### src/rtl/vx_tcu_sp_pack.sv
// ---------------------------------------------------------------------------
// vx_tcu_sp_pack
//
// Streaming 2:4 structured-sparsity compressor placed in front of the TCU FP
// datapath. Each input beat carries NUM_GROUPS dense groups of 4 FP16
// elements. Per group the two largest-magnitude elements are kept and emitted
// as one packed word, together with a 4-bit keep mask. The masks are also
// packed, one nibble per beat, into per-group metadata words that the TCU
// loads through its sparse-format move op.
//
// Ports
//   clk, reset   clock, asynchronous active-low reset
//   flush        emit the partially filled metadata word (ignored in a cycle
//                that accepts an input beat)
//   in_*         dense beat stream   (valid/ready)
//   out_*        compressed stream   (valid/ready), out_mask per group
//   meta_*       metadata words      (valid/ready), meta_count = nibbles used
//
// Handshake rule for all three streams: a transfer happens on a rising clk
// edge where valid & ready are both 1. A producer holding valid keeps its
// payload stable and never drops valid until that transfer happens; ready
// may change freely.
// ---------------------------------------------------------------------------
module vx_tcu_sp_pack #(
    parameter int NUM_GROUPS = 4,
    parameter int ELEM_W     = 16,
    parameter int META_BEATS = 8
) (
    input  logic                               clk,
    input  logic                               reset,
    input  logic                               flush,
    input  logic                               in_valid,
    output logic                               in_ready,
    input  logic [NUM_GROUPS*4*ELEM_W-1:0]     in_data,
    output logic                               out_valid,
    input  logic                               out_ready,
    output logic [NUM_GROUPS*2*ELEM_W-1:0]     out_data,
    output logic [NUM_GROUPS*4-1:0]            out_mask,
    output logic                               meta_valid,
    input  logic                               meta_ready,
    output logic [NUM_GROUPS*4*META_BEATS-1:0] meta_data,
    output logic [$clog2(META_BEATS):0]        meta_count
);

    localparam int CNT_W  = $clog2(META_BEATS);
    localparam int WORD_W = 4 * META_BEATS;
    localparam logic [CNT_W-1:0] CNT_LAST   = CNT_W'(META_BEATS - 1);
    localparam logic [CNT_W:0]   COUNT_FULL = (CNT_W + 1)'(META_BEATS);

    logic [CNT_W-1:0]                   cnt;
    logic [NUM_GROUPS*WORD_W-1:0]       acc;
    logic [NUM_GROUPS*WORD_W-1:0]       acc_next;
    logic [NUM_GROUPS*2*ELEM_W-1:0]     sel_data;
    logic [NUM_GROUPS*4-1:0]            sel_mask;
    logic [ELEM_W-1:0]                  ei;
    logic [ELEM_W-1:0]                  ej;
    logic [2:0]                         rank;
    logic                               found_lo;

    logic accept;
    logic meta_stall;
    logic full_load;
    logic flush_load;

    // The last beat of a word must not be taken while the previous word is
    // still waiting for the consumer, otherwise it would have nowhere to go.
    assign meta_stall = meta_valid & ~meta_ready & (cnt == CNT_LAST);
    assign in_ready   = (~out_valid | out_ready) & ~meta_stall;
    assign accept     = in_valid & in_ready;
    assign full_load  = accept & (cnt == CNT_LAST);
    // A flush waits while the metadata slot is occupied and not draining.
    assign flush_load = flush & ~accept & (cnt != '0) & ~(meta_valid & ~meta_ready);

    // Top-2 selection. rank(e) counts the elements that beat e: a larger
    // magnitude, or an equal magnitude at a lower index. Ties therefore
    // always favour the lower index, and exactly two elements get rank < 2.
    always_comb begin
        sel_data = '0;
        sel_mask = '0;
        ei       = '0;
        ej       = '0;
        rank     = '0;
        found_lo = 1'b0;
        for (int g = 0; g < NUM_GROUPS; g++) begin
            found_lo = 1'b0;
            for (int e = 0; e < 4; e++) begin
                ei   = in_data[(g*4+e)*ELEM_W +: ELEM_W];
                rank = 3'd0;
                for (int j = 0; j < 4; j++) begin
                    ej = in_data[(g*4+j)*ELEM_W +: ELEM_W];
                    if (j != e) begin
                        if ((ej[ELEM_W-2:0] > ei[ELEM_W-2:0]) ||
                            ((ej[ELEM_W-2:0] == ei[ELEM_W-2:0]) && (j < e))) begin
                            rank = rank + 3'd1;
                        end
                    end
                end
                if (rank < 3'd2) begin
                    sel_mask[g*4+e] = 1'b1;
                    // Elements are visited in index order, so the first kept
                    // one is the low half of the packed word.
                    if (!found_lo) begin
                        sel_data[g*2*ELEM_W +: ELEM_W] = ei;
                        found_lo = 1'b1;
                    end else begin
                        sel_data[g*2*ELEM_W+ELEM_W +: ELEM_W] = ei;
                    end
                end
            end
        end
    end

    // Accumulator with the current beat's masks inserted at nibble cnt.
    always_comb begin
        acc_next = acc;
        for (int g = 0; g < NUM_GROUPS; g++) begin
            for (int k = 0; k < META_BEATS; k++) begin
                if (cnt == CNT_W'(k)) begin
                    acc_next[g*WORD_W + k*4 +: 4] = sel_mask[g*4 +: 4];
                end
            end
        end
    end

    // Compressed data stage.
    always_ff @(posedge clk or negedge reset) begin
        if (!reset) begin
            out_valid <= 1'b0;
            out_data  <= '0;
            out_mask  <= '0;
        end else if (accept) begin
            out_valid <= 1'b1;
            out_data  <= sel_data;
            out_mask  <= sel_mask;
        end else if (out_ready) begin
            out_valid <= 1'b0;
        end
    end

    // Beat counter and mask accumulator.
    always_ff @(posedge clk or negedge reset) begin
        if (!reset) begin
            cnt <= '0;
            acc <= '0;
        end else if (accept) begin
            if (cnt == CNT_LAST) begin
                cnt <= '0;
                acc <= '0;
            end else begin
                cnt <= cnt + CNT_W'(1);
                acc <= acc_next;
            end
        end else if (flush_load) begin
            cnt <= '0;
            acc <= '0;
        end
    end

    // Metadata output slot. A new word may load in the same cycle the old
    // one is taken; valid then simply stays high with the new payload.
    always_ff @(posedge clk or negedge reset) begin
        if (!reset) begin
            meta_valid <= 1'b0;
            meta_data  <= '0;
            meta_count <= '0;
        end else if (full_load) begin
            meta_valid <= 1'b1;
            meta_data  <= acc_next;
            meta_count <= COUNT_FULL;
        end else if (flush_load) begin
            // Unused nibbles are already zero because the accumulator is
            // cleared whenever a word is emitted.
            meta_valid <= 1'b1;
            meta_data  <= acc;
            meta_count <= {1'b0, cnt};
        end else if (meta_ready) begin
            meta_valid <= 1'b0;
        end
    end

endmodule

### config.mk
export PLATFORM = sky130hd
export DESIGN_NAME = vx_tcu_sp_pack
export DESIGN_NICKNAME = d
export VERILOG_FILES = /design/src/rtl/vx_tcu_sp_pack.sv
export SDC_FILE = /design/constraint.sdc
export NUM_CORES = 1
export LEC_CHECK = 0
export CORE_MARGIN = 3
export CORE_UTILIZATION = 59
export CTS_BUF_LIST = sky130_fd_sc_hd__clkbuf_8
export DETAILED_ROUTE_END_ITERATION = 12
export PLACE_DENSITY = 0.95
export SLEW_MARGIN = 20
export SYNTH_ARGS = -nofsm -noshare
export SYNTH_HDL_FRONTEND = slang
export SYNTH_SLANG_ARGS = --single-unit
### constraint.sdc
create_clock -name clk -period 7.4 [get_ports clk]
set_input_delay 1.48 -clock clk [delete_from_list [all_inputs] [get_ports clk]]
set_output_delay 1.48 -clock clk [all_outputs]
set_load 0.01 [all_outputs]
==> Word level (Yosys, flattened, before mapping) <==
Cells that the tools add are included.
{ "totals": {"wordCells": 339, "inputBits": 262, "out_inout_bits": 279, "regBits": 409} }
{ "classes": {"bitwise": 14, "eq_ne": 31, "muxes": 159, "magnitude_cmp": 64, "addsub": 33, "reduce_logical": 30} }
{ "ops": {"columns": ["operator", "count"], "rows": [
  ["> comparator 15 bit", 48],
  ["2-to-1 mux 128 bit", 5],
  ["2-to-1 mux 16 bit", 28],
  ["2-to-1 mux 32 bit", 12],
  ["equality test 15 bit", 24],
  ["2-to-1 mux 4 bit", 34],
  ["2-to-1 mux 3 bit", 35],
  ["adder 3 x 1 -> 3 bit, second input constant", 32],
  ["< comparator 3 x 2 -> 1 bit, second input constant", 16],
  ["2-to-1 mux 1 bit", 45],
  ["logical OR 1 bit", 24],
  ["equality test 3 bit, second input constant", 4],
  ["AND 1 bit", 8],
  ["equality test 3 x 2 -> 1 bit, second input constant", 2],
  ["nonzero test 2 bit", 3],
  ["nonzero test 3 bit", 2],
  ["inverter 1 bit", 5],
  ["equality test 3 x 1 -> 1 bit, second input constant", 1],
  ["logical NOT 3 bit", 1],
  ["adder 1 x 1 -> 2 bit, second input constant", 1],
  ["OR 1 bit", 1]
]} }

==> Depth between registers and ports, before layout <==
{ "logic_depth": {"ltp_word": 14, "depth_mapped": 22, "depth_no_buf": 20} }

==> Worst setup path after synthesis <==
No wires, ideal clock.
{ "synth_timing": {"path_kind": "input to register", "from": "input in_data[17]", "to": "register out_data[22]", "setup_time_ns": 0.128, "arrival_time_ns": 4.730, "path_buffers": 2, "stages": 22, "t_required_ns": 7.272, "setup_slack_ns": 2.542, "cell_sequence": "inv_1 -> ha_1 -> nor2b_1 -> o21a_1 -> o21a_1 -> o21a_1 -> o21a_1 -> o21ai_0 -> a211oi_1 -> a211oi_1 -> o31ai_1 -> ha_1 -> inv_1 -> or2_0 -> o221a_2 -> o21ai_2 -> and3_1 -> or2_1 -> buf_2 -> buf_2 -> o21ai_0 -> o21ai_1"} }
{ "synth_via": {"elab_chain_cells": 14, "word_cells_on_any_way": 41, "classes_between": "6 x add/sub; 10 x order compare; 3 x eq/ne; 19 x mux; 3 x reduce/logical"} }
{ "synth_lines": {"columns": ["element", "line_no", "text"], "rows": [
  ["from (decl)", "34", "input logic [NUM_GROUPS*4*ELEM_W-1:0] in_data,"],
  ["branches (longest 13 deep; another with > comparator 15 bit)", null, null],
  ["2-to-1 mux 32 bit (*)", "98", "if (rank < 3'd2) begin"],
  ["to (signal assigned)", "133", "out_data <= sel_data;"],
  ["to (decl)", "37", "output logic [NUM_GROUPS*2*ELEM_W-1:0] out_data,"]
]} }
Mark *: on every way between the ends.
A chain may end at the register's enable or synchronous reset.

==> Worst setup path in the final report <==
{ "layout_timing": {"from": "input in_data[17]", "to": "register out_data[16]"} }
Same word-level chain as after synthesis.

==> results.md <==
- Sequential cells burn 33.3% of the power.
- The number of antenna violations at the first check in global routing is 7.
- The combinational family with the most area after synthesis is compound AO/OA/AOI/OAI gates.
- The share of total power dissipated in combinational logic is 45.0%.
- Of the total synthesized cell area, the portion taken by full adders, half adders and majority gates is a little under a fifth.
- The clock passes through at most 3 buffers.
- The path class of the lowest-slack min-delay path is flip-flop to flip-flop.
- The number of DRC markers after the initial detailed-route iteration is 4035.
- The width of the die is approximately 220 um.
- Detailed routing inserted a total of slightly below 30000 vias.
- The wire length of the first global-routing pass is 167000 um.
- The post-synthesis async set-or-reset flop share is between 90% and 100%.
- The highest achievable clock rate is 0.173 GHz.
- The worst path needs 5790 ps of the cycle, external delays included.
- Headroom to the max-slew limit came out at 14.2%.
- Routability-driven placement finished with a final weighted congestion of slightly below 1.
- The kind of cell adding the most delay to the critical path is compound AO/OA/AOI/OAI gates.
- The floorplan has 78 rows.
- The area growth from synthesis to layout is 27.4%.
- The final period utilization is between 70% and 80%.
- The number of top-level pins is 541.
- Counting both buffers and inverters, the worst setup path holds a total of 3.
- The number of routed nets with antenna violations is 0.
- After detailed routing, the average wire length per cell comes to approximately 26 um.
- The data required time of the worst path is slightly below 8000 ps.
- Counting flops and latches in the post-synthesis netlist gives between 400 and 500.
- The clock slew at the register clock pins of the worst setup and hold paths is 60 ps.
- The total chip power is ~11 mW.
- At the worst endpoint, the arrival time is between 6000 and 7000 ps.
- The filler cell count in the final layout is 2932.
- The instance count of the mapped netlist is between 3000 and 4000.
- In the synthesized netlist the dominant register cell turns out to be sky130_fd_sc_hd__dfrtp_1.
- Timing analysis after detailed placement gives a worst setup slack of 1070 ps.
- The critical path's slowest cell is sky130_fd_sc_hd__nor2_1.
- Input and output buffers added on the ports amount to between 500 and 600.
- The DRC violation count after routing is 0.
- Setup slack closes at 1610 ps.
- The pin slew with the least headroom to its limit is 1280 ps.
- The final hold violation count is 0.
- The vertical die dimension is 222 um.
- CTS built an H-tree with a depth of 3.
- Clock tree synthesis inserted a total of 70 buffers.
- The post-synthesis compound-gate area fraction is 27.7%.
- The detailed placement HPWL is ~78000 um.
- Hold timing on the final database bottoms out at a slack of 481 ps.
- The cell with the most instances on the worst path is sky130_fd_sc_hd__o21a_1.
- The starting density of the core is 60.3%.
- The cell area that synthesis handed to floorplanning was about 28000 sq um.
- The number of distinct standard cells referenced by the synthesized netlist is 68.
- The count of non-filler cells in the finished layout is 4184.
- The cell internal power dissipation is 6.29 mW.
- The number of enable-type register cells in the synthesized netlist is 0.
- The fraction of synthesized area in multiplexers is 0.145%.
- Entering global routing, the biggest net connects 138 pins.
- In this run the power spent charging and discharging nets is 4.38 mW.
- The max capacitance violation total is 0.
- Walking the worst path, the cells encountered are clkdlybuf4s50_1 > inv_1 > ha_1 > nor2b_1 > o21a_1 > o21a_1 > o21a_1 > o21a_1 > o21ai_0 > a211oi_1 > a211oi_1 > o31ai_1 > ha_1 > inv_1 > or2_0 > o221a_2 > o21ai_2 > and3_1 > nor2_1 > a221oi_1 > o21ai_0.
- The clock tree root buffer cell is sky130_fd_sc_hd__clkbuf_8.
- For this run the aggregate overflow at the end of global routing stands at 0.
- TritonCTS built the clock tree.
- For this design, the sink count on the clock tree is 409.
- The flow ran to the end, and the final reports show no timing, DRC or antenna violations.
- The number of pins with negative max-slew slack in the final report is 0.
- The aggregate negative setup slack is 0 ps.
- Before antenna repair, the detailed router went through 7 iterations.
- The floorplan step defined a die boundary enclosing 49400 sq um.
- Setup repair after global routing left no endpoint under its margin.
- Measured on the finished design, the core utilization comes to between 70% and 80%.
- The sequential area share after synthesis is between 30% and 40%.
- The via count normalized by instance count is 6.97.
- The fraction of layout cells with a size suffix above 1 is 6.20%.
- After clock tree synthesis, the setup repair step added 0 buffers.
- The cell area after placement is 33500 sq um.
- The clock latency reported for the late side of the worst-skew pair is 670 ps.
- The worst setup path is of the input pin to flip-flop kind.
- The clock network is responsible for 21.7% of the overall power.
- The final clock skew is between 40 and 50 ps.
- The maximum fanout along the worst path is 15.
- The worst stage delay on the critical path is around 830 ps.
- The worst setup path is captured at a flip-flop.
- The number of nets handed over by synthesis was about 3700.
- For this run, the total global-route usage over all layers was measured as approximately 43%.
- The number of global-route vias before repair is 29318.
- The number of placed instances, taps included, is 4058.
- The per-instance average area after synthesis is 9.10 sq um.
- The number of hold buffers added after cts is 0.
- The kind of launch point of the worst setup path is an input pin.
- The XOR/XNOR share of the synthesized area is 0%.
- For this design the ratio of total power to cell area is 304 nW/um^2.
- The floorplan step defined a core boundary enclosing 45800 sq um.
- The switching share of total power is 41.1%.
- For this run, the number of Yosys warnings is 0.
- The static power due to leakage is 16.3 nW.
- The final design area excluding fillers is 35100 sq um.
- The basic-gate share of the synthesized area counting and, or, nand and nor cells is between 10% and 20%.
- The count of instances resized after the clock tree is built is 0.
- After the last flow step, the layout net total stands at between 4000 and 5000.
- The setup violation total in the final timing report is 0.
- The worst ir drop on vdd is around 0.00031 V.
- The final layout contains routed wiring with a total length of 109000 um.
==> kinds of logic (layout without fill, tap and decap cells) <==
family	Yosys count	count (layout)
compound gates	1157	1157
mux	4	4
simple gates	669	669
buf+inv	394	945
other cells	0	2
fa+ha+maj	398	398
flops	409	409
==> layout make-up <==
type	count	area (sq um)	share of cell area, %
Timing Repair Buffer	592	5850	16.6
Inverter	230	863	2.46
Clock buffer	84	1160	3.29
Tap cell	600	751	2.14
Multi-Input combinational cell	2228	15900	45.3
Antenna cell	2	5.00	0.0142
Sequential cell	409	10200	29.1
Clock inverter	39	364	1.04
==> per-layer routing <==
layer	up-vias	global-route usage [%]	routed length, um
li1	12302	-	-
met1	13625	50.9	37700
met2	2529	67.0	48500
met3	689	13.6	14200
met4	12	27.0	8350
met5	-	0	72
==> final timing paths <==
check                                              from                         to  slack [ps]  depth (start not counted)
min in group asynchronous                         reset        acc[29]$_DFFE_PN0P_         870                          1
worst min register to register  out_mask[7]$_DFFE_PN0P_    out_mask[7]$_DFFE_PN0P_         480                          2
worst min-delay path            out_mask[7]$_DFFE_PN0P_    out_mask[7]$_DFFE_PN0P_         480                          2
worst max register to register       cnt[0]$_DFFE_PN0P_   meta_data[0]$_DFFE_PN0P_        2770                          9
max in group asynchronous                         reset  out_data[107]$_DFFE_PN0P_        5160                          2
worst max-delay path                        in_data[17]   out_data[16]$_DFFE_PN0P_        1610                         21
==> worst register-to-register path: stages (launching register included) <==
cell                      delay (ps)
sky130_fd_sc_hd__dfrtp_1         440
sky130_fd_sc_hd__ha_1            250
sky130_fd_sc_hd__ha_1            310
sky130_fd_sc_hd__a31oi_2         740
sky130_fd_sc_hd__and2_4          300
sky130_fd_sc_hd__buf_4           600
sky130_fd_sc_hd__nor2_4          360
sky130_fd_sc_hd__a21oi_1        1040
sky130_fd_sc_hd__o22ai_1         280
sky130_fd_sc_hd__a31oi_1         230
==> synth_stat cells, types with 39 or more instances <==
master,n,area [sq um]
sky130_fd_sc_hd__dfrtp_1,409,10200
sky130_fd_sc_hd__ha_1,398,4980
sky130_fd_sc_hd__o21ai_0,284,1420
sky130_fd_sc_hd__nand2_1,283,1060
sky130_fd_sc_hd__a21oi_1,269,1350
sky130_fd_sc_hd__inv_1,230,863
sky130_fd_sc_hd__nor2_1,124,465
sky130_fd_sc_hd__clkbuf_1,122,458
sky130_fd_sc_hd__a221oi_1,90,788
sky130_fd_sc_hd__o22ai_1,90,563
sky130_fd_sc_hd__nand3_1,70,350
sky130_fd_sc_hd__a22o_1,59,517
sky130_fd_sc_hd__o21ai_1,53,265
sky130_fd_sc_hd__o21a_1,45,338
sky130_fd_sc_hd__nand4_1,40,250
sky130_fd_sc_hd__a21o_1,39,293
==> cell usage in the layout (no fill, tap or decap), types with 23 or more instances in the layout <==
cell type	count
sky130_fd_sc_hd__buf_4	49
sky130_fd_sc_hd__nand4_1	40
sky130_fd_sc_hd__and3_1	33
sky130_fd_sc_hd__o211ai_1	37
sky130_fd_sc_hd__nor2b_1	23
sky130_fd_sc_hd__a21oi_1	267
sky130_fd_sc_hd__clkbuf_8	84
sky130_fd_sc_hd__nand2b_1	23
sky130_fd_sc_hd__o22ai_1	90
sky130_fd_sc_hd__o21a_1	45
sky130_fd_sc_hd__o21ai_1	54
sky130_fd_sc_hd__clkdlybuf4s50_1	539
sky130_fd_sc_hd__nand2_1	280
sky130_fd_sc_hd__o21ai_0	283
sky130_fd_sc_hd__dfrtp_1	409
sky130_fd_sc_hd__a221oi_1	90
sky130_fd_sc_hd__ha_1	398
sky130_fd_sc_hd__a221o_1	35
sky130_fd_sc_hd__inv_1	248
sky130_fd_sc_hd__nor2_1	121
sky130_fd_sc_hd__nand3_1	70
sky130_fd_sc_hd__a22o_1	59
sky130_fd_sc_hd__a21o_1	39
==> state kept, by name (all words and copies together), names as in the netlist <==
name	cells
meta_valid	1
cnt	3
acc	128
meta_data	128
out_valid	1
out_data	128
meta_count	4
out_mask	16
==> power groups by stage <==
stage                     Sequential, mW  Combinational (mW)  Clock [mW]
after floorplan                     3.62                2.01           0
after global routing                3.60                5.07        2.39
after global placement              3.50                4.43           0
final                               3.56                4.80        2.31
after CTS                           3.51                4.66        2.29
after detailed placement            3.52                4.58           0
Power figures use the tool's default switching activity.
